**src/rtl/dmem_arbiter_if.sv**
```systemverilog
// Bus bundle between the CPU port (m0), the debug/loader port (m1), the
// data-memory arbiter and the single-port synchronous data memory.
interface dmem_arbiter_if #(
  parameter int AW = 9,
  parameter int DW = 32
);
  logic          m0_req, m0_we, m0_lock;
  logic [AW-1:0] m0_addr;
  logic [DW-1:0] m0_wdata;
  logic          m0_gnt, m0_rvalid;
  logic [DW-1:0] m0_rdata;

  logic          m1_req, m1_we, m1_lock;
  logic [AW-1:0] m1_addr;
  logic [DW-1:0] m1_wdata;
  logic          m1_gnt, m1_rvalid;
  logic [DW-1:0] m1_rdata;

  logic          wr, rd;
  logic [AW-1:0] addr;
  logic [DW-1:0] wr_data, rd_data;

  logic          owner, lock_err;

  // Arbiter side
  modport slave (
    input  m0_req, m0_we, m0_lock, m0_addr, m0_wdata,
    input  m1_req, m1_we, m1_lock, m1_addr, m1_wdata,
    input  rd_data,
    output m0_gnt, m0_rvalid, m0_rdata,
    output m1_gnt, m1_rvalid, m1_rdata,
    output wr, rd, addr, wr_data, owner, lock_err
  );

  // Requester / memory side
  modport master (
    output m0_req, m0_we, m0_lock, m0_addr, m0_wdata,
    output m1_req, m1_we, m1_lock, m1_addr, m1_wdata,
    output rd_data,
    input  m0_gnt, m0_rvalid, m0_rdata,
    input  m1_gnt, m1_rvalid, m1_rdata,
    input  wr, rd, addr, wr_data, owner, lock_err
  );
endinterface

```
**src/rtl/dmem_arbiter.sv**
```systemverilog
// Two-requester round-robin arbiter for a single-port synchronous data memory,
// with bounded bus locking and a sticky lock-timeout flag.
module dmem_arbiter #(
  parameter int AW       = 9,
  parameter int DW       = 32,
  parameter int LOCK_MAX = 8
) (
  input logic           clk,
  input logic           reset,
  dmem_arbiter_if.slave bus
);
  localparam logic [7:0] CNT_LAST = 8'(LOCK_MAX - 1);

  typedef enum logic [2:0] {IDLE, OWN0, OWN1, LOCK0, LOCK1} state_t;

  function automatic logic [7:0] sat_inc(input logic [7:0] c);
    return (c == 8'hFF) ? c : c + 8'd1;
  endfunction

  state_t        state_q, state_d;
  logic          last_q, last_d;
  logic [7:0]    cnt_q, cnt_d;
  logic          err_q, err_d;
  logic          blk0_q, blk0_d, blk1_q, blk1_d;
  logic          req0, req1, gnt0, gnt1;
  logic [AW-1:0] addr_p0;
  logic [DW-1:0] wdata_p0;
  logic          vld0_p1, vld1_p1;

  // p0: grant decision and memory command, all in the request cycle
  assign req0 = bus.m0_req & ~reset;
  assign req1 = bus.m1_req & ~reset;

  always_comb begin
    state_d = state_q;
    last_d  = last_q;
    cnt_d   = cnt_q;
    err_d   = err_q;
    // A blocked lock re-arms only once the requester has let go of it.
    blk0_d  = blk0_q & bus.m0_lock;
    blk1_d  = blk1_q & bus.m1_lock;
    gnt0    = 1'b0;
    gnt1    = 1'b0;
    case (state_q)
      LOCK0: begin
        gnt0   = req0;
        last_d = 1'b0;
        if (!bus.m0_lock) begin
          state_d = OWN0;
          cnt_d   = '0;
        end else if (cnt_q == CNT_LAST) begin
          state_d = OWN0;
          cnt_d   = '0;
          err_d   = 1'b1;
          blk0_d  = 1'b1;
        end else begin
          cnt_d = sat_inc(cnt_q);
        end
      end
      LOCK1: begin
        gnt1   = req1;
        last_d = 1'b1;
        if (!bus.m1_lock) begin
          state_d = OWN1;
          cnt_d   = '0;
        end else if (cnt_q == CNT_LAST) begin
          state_d = OWN1;
          cnt_d   = '0;
          err_d   = 1'b1;
          blk1_d  = 1'b1;
        end else begin
          cnt_d = sat_inc(cnt_q);
        end
      end
      default: begin
        if (req0 && req1) begin
          gnt0 = last_q;
          gnt1 = ~last_q;
        end else begin
          gnt0 = req0;
          gnt1 = req1;
        end
        cnt_d = '0;
        if (gnt0) begin
          last_d  = 1'b0;
          state_d = (bus.m0_lock && !blk0_q) ? LOCK0 : OWN0;
        end else if (gnt1) begin
          last_d  = 1'b1;
          state_d = (bus.m1_lock && !blk1_q) ? LOCK1 : OWN1;
        end
      end
    endcase
  end

  always_comb begin
    addr_p0  = '0;
    wdata_p0 = '0;
    if (gnt0) begin
      addr_p0  = bus.m0_addr;
      wdata_p0 = bus.m0_wdata;
    end else if (gnt1) begin
      addr_p0  = bus.m1_addr;
      wdata_p0 = bus.m1_wdata;
    end
  end

  assign bus.m0_gnt  = gnt0;
  assign bus.m1_gnt  = gnt1;
  assign bus.wr      = (gnt0 & bus.m0_we) | (gnt1 & bus.m1_we);
  assign bus.rd      = (gnt0 & ~bus.m0_we) | (gnt1 & ~bus.m1_we);
  assign bus.addr    = addr_p0;
  assign bus.wr_data = wdata_p0;
  assign bus.owner   = gnt1;

  always_ff @(posedge clk or posedge reset) begin
    if (reset) begin
      state_q <= IDLE;
      last_q  <= 1'b1;
      cnt_q   <= '0;
      err_q   <= 1'b0;
      blk0_q  <= 1'b0;
      blk1_q  <= 1'b0;
      vld0_p1 <= 1'b0;
      vld1_p1 <= 1'b0;
    end else begin
      state_q <= state_d;
      last_q  <= last_d;
      cnt_q   <= cnt_d;
      err_q   <= err_d;
      blk0_q  <= blk0_d;
      blk1_q  <= blk1_d;
      vld0_p1 <= gnt0 & ~bus.m0_we;
      vld1_p1 <= gnt1 & ~bus.m1_we;
    end
  end

  // p1: read data returns from memory one cycle after the grant
  assign bus.m0_rvalid = vld0_p1;
  assign bus.m1_rvalid = vld1_p1;
  assign bus.m0_rdata  = vld0_p1 ? bus.rd_data : '0;
  assign bus.m1_rdata  = vld1_p1 ? bus.rd_data : '0;
  assign bus.lock_err  = err_q;
endmodule

```
**src/flat_wrapper.sv**
```systemverilog
// flat-port wrapper written by rule: the top's interface ports become plain ports
module dmem_arbiter_flat 
#(
  parameter int AW       = 9,
  parameter int DW       = 32,
  parameter int LOCK_MAX = 8
)
  (clk, reset, bus_m0_req, bus_m0_we, bus_m0_lock, bus_m0_addr, bus_m0_wdata, bus_m1_req, bus_m1_we, bus_m1_lock, bus_m1_addr, bus_m1_wdata, bus_rd_data, bus_m0_gnt, bus_m0_rvalid, bus_m0_rdata, bus_m1_gnt, bus_m1_rvalid, bus_m1_rdata, bus_wr, bus_rd, bus_addr, bus_wr_data, bus_owner, bus_lock_err);
  dmem_arbiter_if #(.AW(AW), .DW(DW)) bus_i ();
  input logic clk;
  input logic reset;
  input wire logic [$bits(bus_i.m0_req)-1:0] bus_m0_req;
  input wire logic [$bits(bus_i.m0_we)-1:0] bus_m0_we;
  input wire logic [$bits(bus_i.m0_lock)-1:0] bus_m0_lock;
  input wire logic [$bits(bus_i.m0_addr)-1:0] bus_m0_addr;
  input wire logic [$bits(bus_i.m0_wdata)-1:0] bus_m0_wdata;
  input wire logic [$bits(bus_i.m1_req)-1:0] bus_m1_req;
  input wire logic [$bits(bus_i.m1_we)-1:0] bus_m1_we;
  input wire logic [$bits(bus_i.m1_lock)-1:0] bus_m1_lock;
  input wire logic [$bits(bus_i.m1_addr)-1:0] bus_m1_addr;
  input wire logic [$bits(bus_i.m1_wdata)-1:0] bus_m1_wdata;
  input wire logic [$bits(bus_i.rd_data)-1:0] bus_rd_data;
  output wire logic [$bits(bus_i.m0_gnt)-1:0] bus_m0_gnt;
  output wire logic [$bits(bus_i.m0_rvalid)-1:0] bus_m0_rvalid;
  output wire logic [$bits(bus_i.m0_rdata)-1:0] bus_m0_rdata;
  output wire logic [$bits(bus_i.m1_gnt)-1:0] bus_m1_gnt;
  output wire logic [$bits(bus_i.m1_rvalid)-1:0] bus_m1_rvalid;
  output wire logic [$bits(bus_i.m1_rdata)-1:0] bus_m1_rdata;
  output wire logic [$bits(bus_i.wr)-1:0] bus_wr;
  output wire logic [$bits(bus_i.rd)-1:0] bus_rd;
  output wire logic [$bits(bus_i.addr)-1:0] bus_addr;
  output wire logic [$bits(bus_i.wr_data)-1:0] bus_wr_data;
  output wire logic [$bits(bus_i.owner)-1:0] bus_owner;
  output wire logic [$bits(bus_i.lock_err)-1:0] bus_lock_err;
  assign bus_i.m0_req = bus_m0_req;
  assign bus_i.m0_we = bus_m0_we;
  assign bus_i.m0_lock = bus_m0_lock;
  assign bus_i.m0_addr = bus_m0_addr;
  assign bus_i.m0_wdata = bus_m0_wdata;
  assign bus_i.m1_req = bus_m1_req;
  assign bus_i.m1_we = bus_m1_we;
  assign bus_i.m1_lock = bus_m1_lock;
  assign bus_i.m1_addr = bus_m1_addr;
  assign bus_i.m1_wdata = bus_m1_wdata;
  assign bus_i.rd_data = bus_rd_data;
  assign bus_m0_gnt = bus_i.m0_gnt;
  assign bus_m0_rvalid = bus_i.m0_rvalid;
  assign bus_m0_rdata = bus_i.m0_rdata;
  assign bus_m1_gnt = bus_i.m1_gnt;
  assign bus_m1_rvalid = bus_i.m1_rvalid;
  assign bus_m1_rdata = bus_i.m1_rdata;
  assign bus_wr = bus_i.wr;
  assign bus_rd = bus_i.rd;
  assign bus_addr = bus_i.addr;
  assign bus_wr_data = bus_i.wr_data;
  assign bus_owner = bus_i.owner;
  assign bus_lock_err = bus_i.lock_err;
  dmem_arbiter #(.AW(AW), .DW(DW), .LOCK_MAX(LOCK_MAX)) u_core (.clk(clk), .reset(reset), .bus(bus_i));
endmodule
```
**config.mk**
```make
export PLATFORM = sky130hd
export DESIGN_NAME = dmem_arbiter_flat
export DESIGN_NICKNAME = d
export VERILOG_FILES = /design/src/rtl/dmem_arbiter_if.sv /design/src/rtl/dmem_arbiter.sv /design/src/flat_wrapper.sv
export SDC_FILE = /design/constraint.sdc
export NUM_CORES = 1
export LEC_CHECK = 0
export CAP_MARGIN = 5
export CORE_UTILIZATION = 23
export DETAILED_ROUTE_END_ITERATION = 12
export PLACE_DENSITY = 0.81
export SYNTH_ARGS = -nofsm -noshare
export SYNTH_HDL_FRONTEND = slang
export SYNTH_SLANG_ARGS = --single-unit
```
**constraint.sdc**
```tcl
create_clock -name clk -period 1.8 [get_ports clk]
set_input_delay 0.27 -clock clk [delete_from_list [all_inputs] [get_ports clk]]
set_output_delay 0.27 -clock clk [all_outputs]
set_load 0.1 [all_outputs]
```
# Word level (Yosys, flattened, before mapping)
# Index checks and enable logic that the tools add are counted.
[word_totals]
regBits = 17
in_bits = 122
out_inout_bits = 113
word_cells = 80
[classes]
add_sub_neg = 1
n_eq_ne = 8
n_mux = 39
bitwise_logic = 14
n_reduce_logical = 10
[op_table]
columns = ["op", "n"]
rows = [
  ["32-bit 2-to-1 mux", 4],
  ["8-bit 2-to-1 mux", 4],
  ["3-bit 2-to-1 mux", 7],
  ["9-bit 2-to-1 mux", 2],
  ["8-bit one-hot mux with 2 select lines", 1],
  ["1-bit 2-to-1 mux", 15],
  ["8-bit by 1-bit adder with 8-bit output, second input constant", 1],
  ["1-bit AND", 8],
  ["8-bit by 3-bit == test with 1-bit output, second input constant", 1],
  ["8-bit == test, second input constant", 1],
  ["1-bit one-hot mux with 2 select lines", 4],
  ["3-bit by 2-bit inequality test with 1-bit output, second input constant", 2],
  ["3-bit one-hot mux with 2 select lines", 1],
  ["3-bit AND reduction", 2],
  ["2-bit inequality test, second input constant", 2],
  ["1-bit inverter", 4],
  ["4-bit nonzero test", 1],
  ["3-bit by 2-bit == test with 1-bit output, second input constant", 1],
  ["3-bit == test, second input constant", 1],
  ["1-bit logical AND", 3],
  ["1-bit zero test", 2],
  ["2-bit 2-to-1 mux", 1],
  ["1-bit bitwise OR", 2],
  ["2-bit nonzero test", 1],
  ["2-bit OR reduction", 1],
]

# Longest topological paths before layout
[logic_depth]
depth_word = 8
ltp_mapped = 8

# Worst setup path before layout
# OpenSTA, ideal clock, no wires.
[synth_path]
kind = "input-to-output"
from = "input bus_m1_req"
to = "output bus_wr_data[22]"
t_arrival_ns = 2.439
setup_slack_ns = -0.909
path_stages = 6
path_buffers = 1
cell_sequence = "nor2b_1 -> a21boi_2 -> a21oi_1 -> nor2_2 -> buf_2 -> a22o_1"
[synth_via]
elab_chain_cells = 7
elab_cells_between_ends = 10
cone_classes = "8 x mux; 1 x bitwise; 1 x reduce/logical"
[synth_rtl]
columns = ["item", "line", "rtl"]
rows = [
  ["start: declaration", "flat_wrapper.sv:17", "input wire logic [$bits(bus_i.m1_req)-1:0] bus_m1_req;"],
  ["1-bit AND *", "dmem_arbiter.sv:32", "assign req1 = bus.m1_req & ~reset;"],
  ["1-bit logical AND", "dmem_arbiter.sv:76", "if (req0 && req1) begin"],
  ["1-bit 2-to-1 mux", "dmem_arbiter.sv:76", ""],
  ["1-bit 2-to-1 mux", "dmem_arbiter.sv:44", "case (state_q)"],
  ["1-bit one-hot mux with 2 select lines *", "dmem_arbiter.sv:44", ""],
  ["via bus_m1_gnt", "flat_wrapper.sv:26", "output wire logic [$bits(bus_i.m1_gnt)-1:0] bus_m1_gnt;"],
  ["32-bit 2-to-1 mux *", "dmem_arbiter.sv:101", "end else if (gnt1) begin"],
  ["32-bit 2-to-1 mux *", "dmem_arbiter.sv:98", "if (gnt0) begin"],
  ["end: declaration", "flat_wrapper.sv:32", "output wire logic [$bits(bus_i.wr_data)-1:0] bus_wr_data;"],
]
# The timed path passes the listed nets; every way through them passes the cells marked *. The select of a mux whose other input is x is not followed.

# Worst setup path in the final report
[layout_path]
from = "register u_core.last_q"
to = "output bus_wr_data[16]"
[layout_via]
elab_chain_cells = 6
elab_cells_between_ends = 9
cone_classes = "8 x mux; 1 x bitwise"
[layout_rtl]
columns = ["item", "line", "rtl"]
rows = [
  ["start: declaration", "dmem_arbiter.sv:21", "logic last_q, last_d;"],
  ["start signal: assignment", "dmem_arbiter.sv:127", "last_q <= last_d;"],
  ["1-bit inverter", "dmem_arbiter.sv:78", "gnt1 = ~last_q;"],
  ["1-bit 2-to-1 mux", "dmem_arbiter.sv:76", ""],
  ["1-bit 2-to-1 mux", "dmem_arbiter.sv:44", ""],
  ["1-bit one-hot mux with 2 select lines", "dmem_arbiter.sv:44", ""],
  ["32-bit 2-to-1 mux", "dmem_arbiter.sv:101", ""],
  ["32-bit 2-to-1 mux *", "dmem_arbiter.sv:98", ""],
]
# Mark *: on every way between the ends. The rest lies on a longest branch, timed or not. The select of a mux whose other input is x is not followed.

==> results list <==
* Internal power of the cells: 2.714 mW
* Maximum level of the CTS H-tree: 1
- In this run, synthesis produced a sequential element count of 17.
- Setup repair after global routing could not meet its margin everywhere.
* Share of post-route cells with drive strength above 1: 0.5976
* Hold Violations, Final: 0
- GRT Total Usage: 0.3213
- Entering global routing, the biggest net connects 34 pins.
- In the finished design, the share of the clock period the worst path needs comes to 1.261.
- The max-slew violation count came to 0.
* Kind of start point of the critical path: flop
- Nets in the synthesized netlist: 348
* Maximum vdd ir drop: ~0.79 mV
- Portion of the post-synthesis area used by sequential elements: 0.2336
- Category of the most critical setup path: reg -> out
- For this design the total switching power over the nets is about 3.2 mW.
- Effective utilization at floorplan: 0.2376
* Clock tree from TritonCTS: built
- Of the post-synthesis cell area, the dominant cell type holds 0.2226.
- Worst setup margin: -470.4 ps
- Die height: between 90 and 100 um
- The first global-routing pass estimated 20330 um of wire.
- Final routed wire length divided by cell count: ~23 um
* Max-Cap Viols: 0
- The path class of the tightest hold or removal check is in -> async.
- In this run the cell area of the synthesized design comes to ~1800 um2.
- Yosys attributes the largest share of cell area to sky130_fd_sc_hd__and2_1 22%, sky130_fd_sc_hd__dfrtp_1 22%, sky130_fd_sc_hd__a22o_1 20%.
- Summed over all layers, the global routing overflow is 0.
- The floorplan step defined a core boundary enclosing 7687 um2.
* Power per cell area: ~900 nW/um2
- Routability-driven placement finished with a final weighted congestion of 0.8319.
- Setup violations, final: 48
- Prior to clock tree synthesis, the placed netlist has a worst setup slack of -520.3 ps.
- In this run, post-CTS hold repair placed 0 buffers.
- Number of clock sinks: 17
- FMAX: between 400 and 500 MHz
- The HPWL after detailed placement is between 10000 and 15000 um.
- Required time at the worst-slack endpoint: 1530 ps
- The first detailed-routing pass took 6 iterations.
- Sequential share of power: 0.093
* Sw Ratio: 0.5402
- After detailed routing, the number of remaining DRC violations is 0.
- Worst setup path start: u_core.last_q
- Clock group share of total power: 0.051
* Drt via density: about 5.2
* Arrival time of data at the critical path endpoint: ~2000 ps
* Startpoint of the worst-slack reg-to-reg timing path: u_core.state_q[1]
- Number of top-level design ports: roughly 240
- Violated checks: negative setup slack
- Clock latency at the later pin of the worst-skew pair: approximately 260 ps
- Count of standard-cell rows: 32
- Overall power: about 5.9 mW
- Total Die Area: between 8000 and 9000 um2
- Layout net count: between 600 and 700
- The share of total power dissipated in combinational logic is 0.857.
- The routed design has 13840 um of wire.
- Clock-pin slew was measured on the worst setup and hold paths at ~80 ps.
- The biggest area contributor in the post-synthesis netlist is sky130_fd_sc_hd__and2_1.
- Setup crit end kind: output pin
* Run status: finished with violations
- Worst-margin pin slew: 494.8 ps
- Number of buffers on the longest clock path: 2
* YS warnings: 0
- Total negative setup slack: -20310 ps
- Buffers inserted during clock tree synthesis total 3.
- Worst max-slew margin expressed relative to the limit: 0.6701
- Buffer cell driving the clock tree root: sky130_fd_sc_hd__clkbuf_8
* Area overhead of the layout relative to synthesis: 256.8%
* Antenna violations before repair: 1
- The netlist uses 43 different library cells.
- A synthesized cell averages 8.119 um2.
* Post-layout minimum cycle time: 2270 ps
- From left edge to right edge, the die measures 91.12 um.
- Clock skew on the completed layout was measured at 8.674 ps.
- For this run, the share of the core covered by cells in the final layout is 0.8478.
- In this run the worst path has a maximum fanout of 7.
- With fillers left out, the area of the finished cells amounts to between 6000 and 7000 um2.
- Detailed routing inserted a total of 3072 vias.
* Number of nets with antenna violations after detailed routing: 0
- In this run, the number of DRC markers left after iteration 0 of detailed routing was about 110.
* Number of global-route vias before repair: 3388
- Post-synthesis instance total: ~230
- Pleak: approximately 2.9 nW
- After detailed placement, the total cell area comes to 6060 um2.
- Count of input and output buffers: ~230
==> cell type report <==
cell class	count	area, um2
timing repair buffer	281	4061
multi-input combinational	183	1824
fill	365	1170
sequential	17	429.2
tap	102	127.6
clock buffer	3	41.29
inverter	7	26.28
clock inverter	1	5.005
antenna	1	2.502
==> power groups by stage <==
stage	clock, mW	combinational [mW]	sequential, mW
2_1_floorplan	0	2.83	0.558
3_3_place_gp	0	4.45	0.548
3_5_place_dp	0	4.54	0.557
4_1_cts	0.292	4.89	0.543
5_1_grt	0.315	5.16	0.555
6_report	0.300	5.06	0.546
==> sequential cells by signal (all words and copies together) (netlist names) <==
signal and cells:
u_core.cnt_q 8, u_core.state_q 3, u_core.blk0_q 1, u_core.bus.m0_rvalid 1
u_core.last_q 1, u_core.blk1_q 1, u_core.bus.m1_rvalid 1, u_core.bus.lock_err 1
==> layer usage <==
| metal | global-route usage | up-vias | share of wire |
|---|---|---|---|
| met3 | 0.06114 | 54 | 0.064 |
| met5 | 0 | - | 0 |
| met1 | 0.3313 | 1453 | 0.34 |
| li1 | - | 1347 | - |
| met4 | 0.09788 | 0 | 0.049 |
| met2 | 0.6433 | 218 | 0.55 |
==> per-stage QoR <==
| stage | cells | hold slack [ps] |
|---|---|---|
| 6_report | 595 | 54.49 |
| 5_1_grt | 595 | 63.27 |
| 4_1_cts | 589 | 194.3 |
| 3_5_place_dp | 570 | 525.1 |
| 3_3_place_gp | 570 | 493.8 |
| 2_1_floorplan | 225 | 195.2 |
==> cell usage in the layout (no fill, tap or decap), types with 3 or more instances in the layout <==
cell / n
sky130_fd_sc_hd__clkdlybuf4s50_1: 118
sky130_fd_sc_hd__buf_12: 115
sky130_fd_sc_hd__and2_2: 64
sky130_fd_sc_hd__a22o_4: 42
sky130_fd_sc_hd__buf_4: 23
sky130_fd_sc_hd__dfrtp_1: 14
sky130_fd_sc_hd__buf_6: 11
sky130_fd_sc_hd__nor3_1: 7
sky130_fd_sc_hd__inv_1: 7
sky130_fd_sc_hd__buf_16: 7
sky130_fd_sc_hd__nor2_1: 6
sky130_fd_sc_hd__nand2_1: 5
sky130_fd_sc_hd__a21oi_1: 4
sky130_fd_sc_hd__nor2b_1: 4
sky130_fd_sc_hd__nand2b_1: 3
sky130_fd_sc_hd__o21ai_0: 3
sky130_fd_sc_hd__xnor2_1: 3
sky130_fd_sc_hd__a31oi_1: 3
sky130_fd_sc_hd__clkbuf_8: 3
sky130_fd_sc_hd__buf_8: 3
==> cells in the mapped netlist, drive strengths merged <==
cell type and number:
ha 1, nor3b 3, a21boi 1, nor2 9, nor2b 6, a22o 42
o221a 1, o21a 1, inv 7, o31ai 1, a31oi 3, and2b 1
and4 1, a21oi 7, a211oi 2, nand2b 3, nand2 5, or2 1
a21o 2, nor3 8, clkbuf 6, xnor2 3, buf 12, a32o 1
or4 1, dfstp 1, o21ai 5, and3 2, a41o 1, a22oi 1
and2 65, dfrtp 16, and3b 1, mux2i 2, nand3 3
==> cells by family after synthesis <==
family,synth area share
fa+ha+maj,0.006848
flops,0.2336
simple gates,0.3678
buf+inv,0.06986
compound gates,0.2966
mux,0.01096
xor+xnor,0.01439
==> critical path, stage by stage, from the launching register on <==
cell and delay (ps):
sky130_fd_sc_hd__dfstp_2 560, sky130_fd_sc_hd__buf_6 110, sky130_fd_sc_hd__a21boi_4 70, sky130_fd_sc_hd__a21oi_4 190, sky130_fd_sc_hd__nor2_4 80, sky130_fd_sc_hd__buf_6 140
sky130_fd_sc_hd__buf_12 140, sky130_fd_sc_hd__a22o_4 260, sky130_fd_sc_hd__buf_12 170
==> worst paths after layout <==
path	to	slack, ps	cells after the start
max	bus_wr_data[16]	-470	8
min	u_core.state_q[0]	50	2
max reg2reg	u_core.state_q[1]	-30	7
min reg2reg	u_core.bus.lock_err	560	1
max in group asynchronous	u_core.cnt_q[1]	1260	3
min in group clk	u_core.bus.lock_err	560	1
==> timing repair <==
item / in CTS / in global routing
setup buffers: 12 / 4
setup endpoints to repair: 52 / 49
resized for setup: 32 / 12
pin swaps: 35 / 13
gates cloned: 7 / 1
(Power assumes the default switching activity.)
